## src/rtl/muldiv_pkg.sv

```systemverilog
// rtl/muldiv_pkg.sv - shared encodings for the HI/LO multiply/divide unit
package muldiv_pkg;

  localparam logic [2:0] OP_MULT  = 3'b000;
  localparam logic [2:0] OP_MULTU = 3'b001;
  localparam logic [2:0] OP_DIV   = 3'b010;
  localparam logic [2:0] OP_DIVU  = 3'b011;
  localparam logic [2:0] OP_MTHI  = 3'b100;
  localparam logic [2:0] OP_MTLO  = 3'b101;

  typedef enum logic [1:0] {
    IDLE = 2'd0,
    CALC = 2'd1,
    FIX  = 2'd2
  } state_e;

  // R-type funct fields, decoded by ALU control into the op codes above
  localparam logic [5:0] FUNCT_MFHI  = 6'h10;
  localparam logic [5:0] FUNCT_MTHI  = 6'h11;
  localparam logic [5:0] FUNCT_MFLO  = 6'h12;
  localparam logic [5:0] FUNCT_MTLO  = 6'h13;
  localparam logic [5:0] FUNCT_MULT  = 6'h18;
  localparam logic [5:0] FUNCT_MULTU = 6'h19;
  localparam logic [5:0] FUNCT_DIV   = 6'h1a;
  localparam logic [5:0] FUNCT_DIVU  = 6'h1b;

endpackage

```

## src/rtl/hilo_muldiv_unit_step_core.sv

```systemverilog
// rtl/hilo_muldiv_unit_step_core.sv - one iteration (STEP bits) of shift-add multiply or restoring divide
module muldiv_step_core
  import muldiv_pkg::*;
#(
  parameter int WIDTH = 32,
  parameter int STEP  = 1
) (
  input  logic             is_div,
  input  logic [WIDTH-1:0] hi_in,
  input  logic [WIDTH-1:0] lo_in,
  input  logic [WIDTH-1:0] operand,
  output logic [WIDTH-1:0] hi_out,
  output logic [WIDTH-1:0] lo_out
);

  logic [WIDTH-1:0] h;
  logic [WIDTH-1:0] l;
  logic [WIDTH:0]   trial;
  logic [WIDTH:0]   sum;

  // Multiply: h:l is partial product : remaining multiplier bits.
  // Divide:   h:l is partial remainder : dividend bits not yet consumed.
  always_comb begin
    h     = hi_in;
    l     = lo_in;
    trial = '0;
    sum   = '0;
    for (int i = 0; i < STEP; i++) begin
      if (is_div) begin
        trial = {h, l[WIDTH-1]} - {1'b0, operand};
        if (!trial[WIDTH]) begin
          h = trial[WIDTH-1:0];
          l = {l[WIDTH-2:0], 1'b1};
        end else begin
          h = {h[WIDTH-2:0], l[WIDTH-1]};
          l = {l[WIDTH-2:0], 1'b0};
        end
      end else begin
        sum    = {1'b0, h} + (l[0] ? {1'b0, operand} : {(WIDTH+1){1'b0}});
        {h, l} = {sum, l[WIDTH-1:1]};
      end
    end
    hi_out = h;
    lo_out = l;
  end

endmodule

```

## src/rtl/hilo_muldiv_unit.sv

```systemverilog
// rtl/hilo_muldiv_unit.sv - iterative MULT/DIV unit owning the architectural HI/LO registers
module hilo_muldiv_unit
  import muldiv_pkg::*;
#(
  parameter int WIDTH = 32,
  parameter int STEP  = 1
) (
  input  logic             clk,
  input  logic             rst_n,
  input  logic             start,
  input  logic [2:0]       op,
  input  logic [WIDTH-1:0] a,
  input  logic [WIDTH-1:0] b,
  input  logic             flush,
  input  logic             rd_req,
  output logic             busy,
  output logic             done,
  output logic             stall,
  output logic [WIDTH-1:0] hi,
  output logic [WIDTH-1:0] lo
);

  localparam int K  = WIDTH / STEP;
  localparam int CW = $clog2(K);

  state_e             state;
  logic [CW-1:0]      count;
  logic [WIDTH-1:0]   acc_hi;
  logic [WIDTH-1:0]   acc_lo;
  logic [WIDTH-1:0]   operand;
  logic               is_div;
  logic               neg_hi;
  logic               neg_lo;

  logic               signed_op;
  logic               a_neg;
  logic               b_neg;
  logic [WIDTH-1:0]   a_mag;
  logic [WIDTH-1:0]   b_mag;
  logic [WIDTH-1:0]   step_hi;
  logic [WIDTH-1:0]   step_lo;
  logic [2*WIDTH-1:0] prod;
  logic [WIDTH-1:0]   fix_hi;
  logic [WIDTH-1:0]   fix_lo;

  assign busy  = (state != IDLE);
  assign stall = busy & (start | rd_req);

  assign signed_op = (op == OP_MULT) || (op == OP_DIV);
  assign a_neg     = signed_op & a[WIDTH-1];
  assign b_neg     = signed_op & b[WIDTH-1];
  assign a_mag     = a_neg ? -a : a;
  assign b_mag     = b_neg ? -b : b;

  muldiv_step_core #(
    .WIDTH (WIDTH),
    .STEP  (STEP)
  ) u_step_core (
    .is_div  (is_div),
    .hi_in   (acc_hi),
    .lo_in   (acc_lo),
    .operand (operand),
    .hi_out  (step_hi),
    .lo_out  (step_lo)
  );

  // For multiply neg_lo is the product sign; for divide it is the quotient sign
  always_comb begin
    prod   = {acc_hi, acc_lo};
    if (neg_lo) prod = -prod;
    fix_hi = is_div ? (neg_hi ? -acc_hi : acc_hi) : prod[2*WIDTH-1:WIDTH];
    fix_lo = is_div ? (neg_lo ? -acc_lo : acc_lo) : prod[WIDTH-1:0];
  end

  always_ff @(posedge clk or negedge rst_n) begin
    if (!rst_n) begin
      state   <= IDLE;
      count   <= '0;
      acc_hi  <= '0;
      acc_lo  <= '0;
      operand <= '0;
      is_div  <= 1'b0;
      neg_hi  <= 1'b0;
      neg_lo  <= 1'b0;
      done    <= 1'b0;
      hi      <= '0;
      lo      <= '0;
    end else begin
      done <= 1'b0;
      case (state)
        IDLE: begin
          if (start && !flush) begin
            case (op)
              OP_MULT, OP_MULTU, OP_DIV, OP_DIVU: begin
                state   <= CALC;
                count   <= CW'(K - 1);
                is_div  <= op[1];
                acc_hi  <= '0;
                acc_lo  <= op[1] ? a_mag : b_mag;
                operand <= op[1] ? b_mag : a_mag;
                // A zero divisor must leave the all-ones quotient un-negated
                neg_lo  <= (a_neg ^ b_neg) & (!op[1] || (b != '0));
                neg_hi  <= a_neg;
              end
              OP_MTHI: hi <= a;
              OP_MTLO: lo <= a;
              default: ;
            endcase
          end
        end
        CALC: begin
          if (flush) begin
            state <= IDLE;
          end else begin
            acc_hi <= step_hi;
            acc_lo <= step_lo;
            if (count == '0) state <= FIX;
            else             count <= count - CW'(1);
          end
        end
        FIX: begin
          state <= IDLE;
          if (!flush) begin
            hi   <= fix_hi;
            lo   <= fix_lo;
            done <= 1'b1;
          end
        end
        default: state <= IDLE;
      endcase
    end
  end

endmodule

```

## config.mk

```make
export PLATFORM = sky130hd
export DESIGN_NAME = hilo_muldiv_unit
export DESIGN_NICKNAME = d
export VERILOG_FILES = /design/src/rtl/muldiv_pkg.sv /design/src/rtl/hilo_muldiv_unit_step_core.sv /design/src/rtl/hilo_muldiv_unit.sv
export SDC_FILE = /design/constraint.sdc
export NUM_CORES = 1
export LEC_CHECK = 0
export ABC_AREA = 1
export ABC_CLOCK_PERIOD_IN_PS = 3500
export CAP_MARGIN = 20
export CORE_MARGIN = 5
export CORE_UTILIZATION = 35
export CTS_BUF_LIST = sky130_fd_sc_hd__clkbuf_4
export DETAILED_ROUTE_END_ITERATION = 8
export PLACE_DENSITY = 0.56
export SLEW_MARGIN = 40
export SYNTH_ARGS = -nofsm -noshare
export SYNTH_HDL_FRONTEND = slang
export SYNTH_SLANG_ARGS = --single-unit
```

## constraint.sdc

```tcl
create_clock -name clk -period 3.5 [get_ports clk]
set_input_delay 1.05 -clock clk [delete_from_list [all_inputs] [get_ports clk]]
set_output_delay 1.05 -clock clk [all_outputs]
set_load 0.05 [all_outputs]
```

==> summary by stage <==
Setup path
The nature of the critical path endpoint is an output pin. The endpoint required time on the critical path is 2.45 ns. The endpoint arrival time on the critical path is 2.22 ns. The type of origin of the critical path is a flop. The critical path class is flop to output pin.

Of all nets on the critical path, the largest fanout is 4.

Global routing
The global routing's busiest layer is met2. In the global route stage, met3 resource usage came out at 0.04384. The wire length of the first global-routing pass is 127400 um. The met1 usage is 0.4232. The largest net degree at the start of global routing is 85. Summed over all layers, the global routing overflow is 0. The number of global-route vias before repair was 20.08k.

In the global route stage, met2 resource usage came out at 0.4527. The overall routing resource usage is 0.2941. The initial antenna violation count is 2.

Cells and area
The finished layout holds 4116 standard cells, fillers aside. Counting the fill cells in the layout gives 5924. The share of cells above drive strength 1 is 0.04699.

Once layout is complete, the utilization of the core stands at 0.4084. The net count of the finished layout is 3557. Compared with the post-synthesis result, the final layout area differs by 16.19%.

Logic synthesis
When the netlist entered floorplanning its net count stood at 3409. The post-synthesis compound-gate area fraction is 0.1334. Dividing the synthesized area by the synthesized cell count gives 5.623 um2. Measured against the total synthesized area, the mux share comes to 0. By area, the combinational part of the netlist is dominated by simple AND/OR/NAND/NOR gates.

The mapped netlist covers approximately 18000 um2. Synthesis inferred ~170 register bits. The sequential fraction of the synthesis area is 0.2331. Of the total synthesized cell area, the portion taken by full adders, half adders and majority gates is 0.04988. The count of warnings emitted by yosys is 0.

The area share of and/or/nand/nor cells after synthesis is 0.4320. The post-synthesis xor/xnor area fraction is 0.02481. Counting every instance in the synthesized netlist gives 3265. The number of distinct standard cells referenced by the synthesized netlist is 43.

STA
Static timing analysis puts the maximum clock frequency at 0.3058 GHz. The number of hold-slack violations in the final timing report is 0. In the finished design, the share of the clock period the worst path needs comes to 0.9344. The maximum clock skew at final layout is 0.03633 ns. At the pin with the least slew margin, the transition time is 0.7083 ns. Setup repair after global routing left no endpoint under its margin.

Adding up every negative setup slack in the final design gives 0 ns. The least setup slack across all paths after layout is 0.2298 ns. The relative slew slack is 0.5273. The minimum clock period is 3.270 ns.

The setup violation total in the final timing report is 0. The final count of pins violating max slew is 0.

Clocking
The later-pin clock latency in the skew report is between 0.7 and 0.8 ns. The number of buffers created by CTS is 17. The post-cts gate resize count is 0. In this run the post-CTS setup repair buffer count came out at 0. TritonCTS built the clock tree.

The root buffer cell chosen for the clock tree is sky130_fd_sc_hd__clkbuf_4. Buffers inserted to repair hold after CTS numbered 0. In this run the deepest clock path goes through 2 buffers. For this design, the sink count on the clock tree is ~170.

The clock tree synthesis step divided the H-tree into 4 levels. Clock-pin slew was measured on the worst setup and hold paths at 0.18 ns.

Status
The flow ran to the end, and the final reports show no timing, DRC or antenna violations.

Floorplan
The number of placed I/O pins is 139. After floorplanning, the core was divided into 84 placement rows. The die is 239.0 um tall. The initial utilization of the core area, before any placement, comes to 0.3515.

The die covers about 57000 um2. The region available for standard cell placement spans 52240 um2. The die is 239.0 um wide.

Power and ir drop
The analysis attributes to cell leakage a power of 11.17 nW. The switching part of the total is 0.5822. For this design the ratio of total power to cell area is 762.4 nW/um2. The peak ir drop on the vdd network is 0.2848 mV.

The share of total power dissipated in combinational logic is 0.693. Overall power consumption after layout is estimated at 16.26 mW. In this run the power spent charging and discharging nets is between 9 and 10 mW. The share of total power dissipated in the clock network is 0.098. The proportion of power drawn by flip-flops and latches is 0.209. The internal portion of total power is 6.794 mW.

Route
After detailed routing, the total wire length is around 86000 um. The detailed-route DRC error count is 0. The number of iterations in the first detailed-routing pass is 7.

The number of violations reported at the end of detailed-routing iteration 0 is 2487. After detailed routing, the average wire length per cell comes to between 20 and 25 um. The detail route stage leaves a number of antenna-violating nets equal to 0. Detailed routing inserted a total of 21.92k vias. In the routed layout, each cell is associated on average with a via count of 5.324.

Placement
Routability-driven placement finished with a final weighted congestion of 1.031. The post-place setup slack is 0.06796 ns. The wire-length estimate of the detail-placed layout is 70310 um. The cell total after placement is 4081.

The count of buffers added on input and output ports is roughly 140.

Worst hold path
The worst hold path belongs to the class input port to asynchronous set/reset pin.

Flow run
The number of maximum-capacitance constraint violations is 0.
## per-layer routing
metal	share of wire	up-vias	wire length, um
met4	0.037	0	3177
met5	0	-	0
met3	0.078	135	6703
met2	0.44	960	37800
li1	-	10650	-
met1	0.45	10180	38350
## power groups by stage
stage               Sequential, mW  Clock, mW  Combinational (mW)
global placement              3.41          0                11.1
detailed placement            3.40          0                11.0
global route                  3.44       1.68                12.5
CTS                           3.36       1.62                11.1
finish                        3.40       1.60                11.3
floorplan                     3.90          0                6.81
## kinds of logic (layout without fill, tap and decap cells)
kind of cell               Yosys count  after routing
AOI/OAI and AO/OA                  444            444
adders and majority gates           72             72
buffers and inverters              603            764
other                                0              2
and+or+nand+nor                   1923           1923
xor gates and xnor gates            52             52
DFF                                171            171
## worst max-delay path: stages, from the launching register on
cell and delay, ns:
sky130_fd_sc_hd__dfrtp_1 0.47, sky130_fd_sc_hd__nor2_2 0.08, sky130_fd_sc_hd__inv_2 0.08, sky130_fd_sc_hd__clkdlybuf4s50_1 0.80
## stage by stage
step / cell area, um2 / hold slack, ns
final: 21330 / 0.1773
after global routing: 21330 / 0.1794
after CTS: 21300 / 0.1208
after detailed placement: 20930 / 0.4773
after global placement: 20930 / 0.4676
after floorplan: 18360 / 0.4515
## cells in the mapped netlist, drive strengths merged
| master | instances | share of area |
|---|---|---|
| or2 | 11 | 0.0037 |
| nand4 | 33 | 0.011 |
| a21oi | 184 | 0.050 |
| xnor2 | 15 | 0.0072 |
| xor2 | 37 | 0.018 |
| a31oi | 29 | 0.0099 |
| buf | 41 | 0.012 |
| o21ai | 161 | 0.044 |
| a22oi | 13 | 0.0053 |
| nor3 | 30 | 0.0097 |
| and2 | 9 | 0.0031 |
| o22ai | 2 | 0.00068 |
| clkbuf | 58 | 0.012 |
| nand2 | 1051 | 0.22 |
| nand3 | 328 | 0.089 |
| nand3b | 12 | 0.0049 |
| a21o | 9 | 0.0037 |
| o21bai | 9 | 0.0037 |
| ha | 70 | 0.048 |
| o211ai | 24 | 0.0098 |
| inv | 502 | 0.10 |
| clkinv | 2 | 0.00041 |
| nor2 | 444 | 0.092 |
| a311oi | 1 | 0.00048 |
| or3 | 1 | 0.00034 |
| dfrtp | 171 | 0.23 |
| nor4 | 3 | 0.0010 |
| a221o | 2 | 0.0011 |
| o221ai | 10 | 0.0048 |
| nand2b | 1 | 0.00034 |
| fa | 2 | 0.0022 |
## cell usage in the layout, fill, tap and decap left out, types with 12 or more instances in the layout
cell,netlist,final
sky130_fd_sc_hd__o21ai_0,155,155
sky130_fd_sc_hd__nand3_1,328,328
sky130_fd_sc_hd__xor2_1,37,37
sky130_fd_sc_hd__nor2_1,438,434
sky130_fd_sc_hd__buf_4,1,84
sky130_fd_sc_hd__a22oi_1,13,13
sky130_fd_sc_hd__xnor2_1,15,15
sky130_fd_sc_hd__clkdlybuf4s50_1,0,136
sky130_fd_sc_hd__clkbuf_4,0,19
sky130_fd_sc_hd__dfrtp_1,171,170
sky130_fd_sc_hd__nand3b_1,12,12
sky130_fd_sc_hd__nand2_1,1046,1046
sky130_fd_sc_hd__nor3_1,27,27
sky130_fd_sc_hd__ha_1,70,70
sky130_fd_sc_hd__nand4_1,33,33
sky130_fd_sc_hd__a31oi_1,29,29
sky130_fd_sc_hd__inv_1,495,494
sky130_fd_sc_hd__o211ai_1,24,24
sky130_fd_sc_hd__a21oi_1,184,184
## worst paths after layout
check / from / end / slack, ns / cells after the start
worst max-delay path: state[0] / busy / 0.23 / 3
worst min-delay path: rst_n / hi[13] / 0.18 / 1
worst max register to register: acc_hi[0] / acc_hi[27] / 0.37 / 16
worst min register to register: lo[12] / lo[12] / 0.51 / 2
max in group asynchronous: rst_n / lo[9] / 2.51 / 2
min in group clk: lo[12] / lo[12] / 0.51 / 2
## final cells by class
| type | instances | area [um2] | share of cell area |
|---|---|---|---|
| repair buffers | 228 | 2151 | 0.1008 |
| well taps | 688 | 860.8 | 0.04035 |
| inverters | 504 | 1892 | 0.08868 |
| clock inverters | 13 | 229.0 | 0.01073 |
| multi-input cells | 2491 | 11770 | 0.5518 |
| clock buffers | 19 | 142.6 | 0.006686 |
| diodes | 2 | 5.005 | 0.0002346 |
| flip-flops and latches | 171 | 4280 | 0.2006 |
## sequential cells by signal, summed over array words and instances, names as in the netlist
name and count:
acc_hi 32, operand 32, neg_lo 1, neg_hi 1
done 1, state 2, acc_lo 32, lo 32
hi 32, count 5, is_div 1
Power figures use the tool's default switching activity.
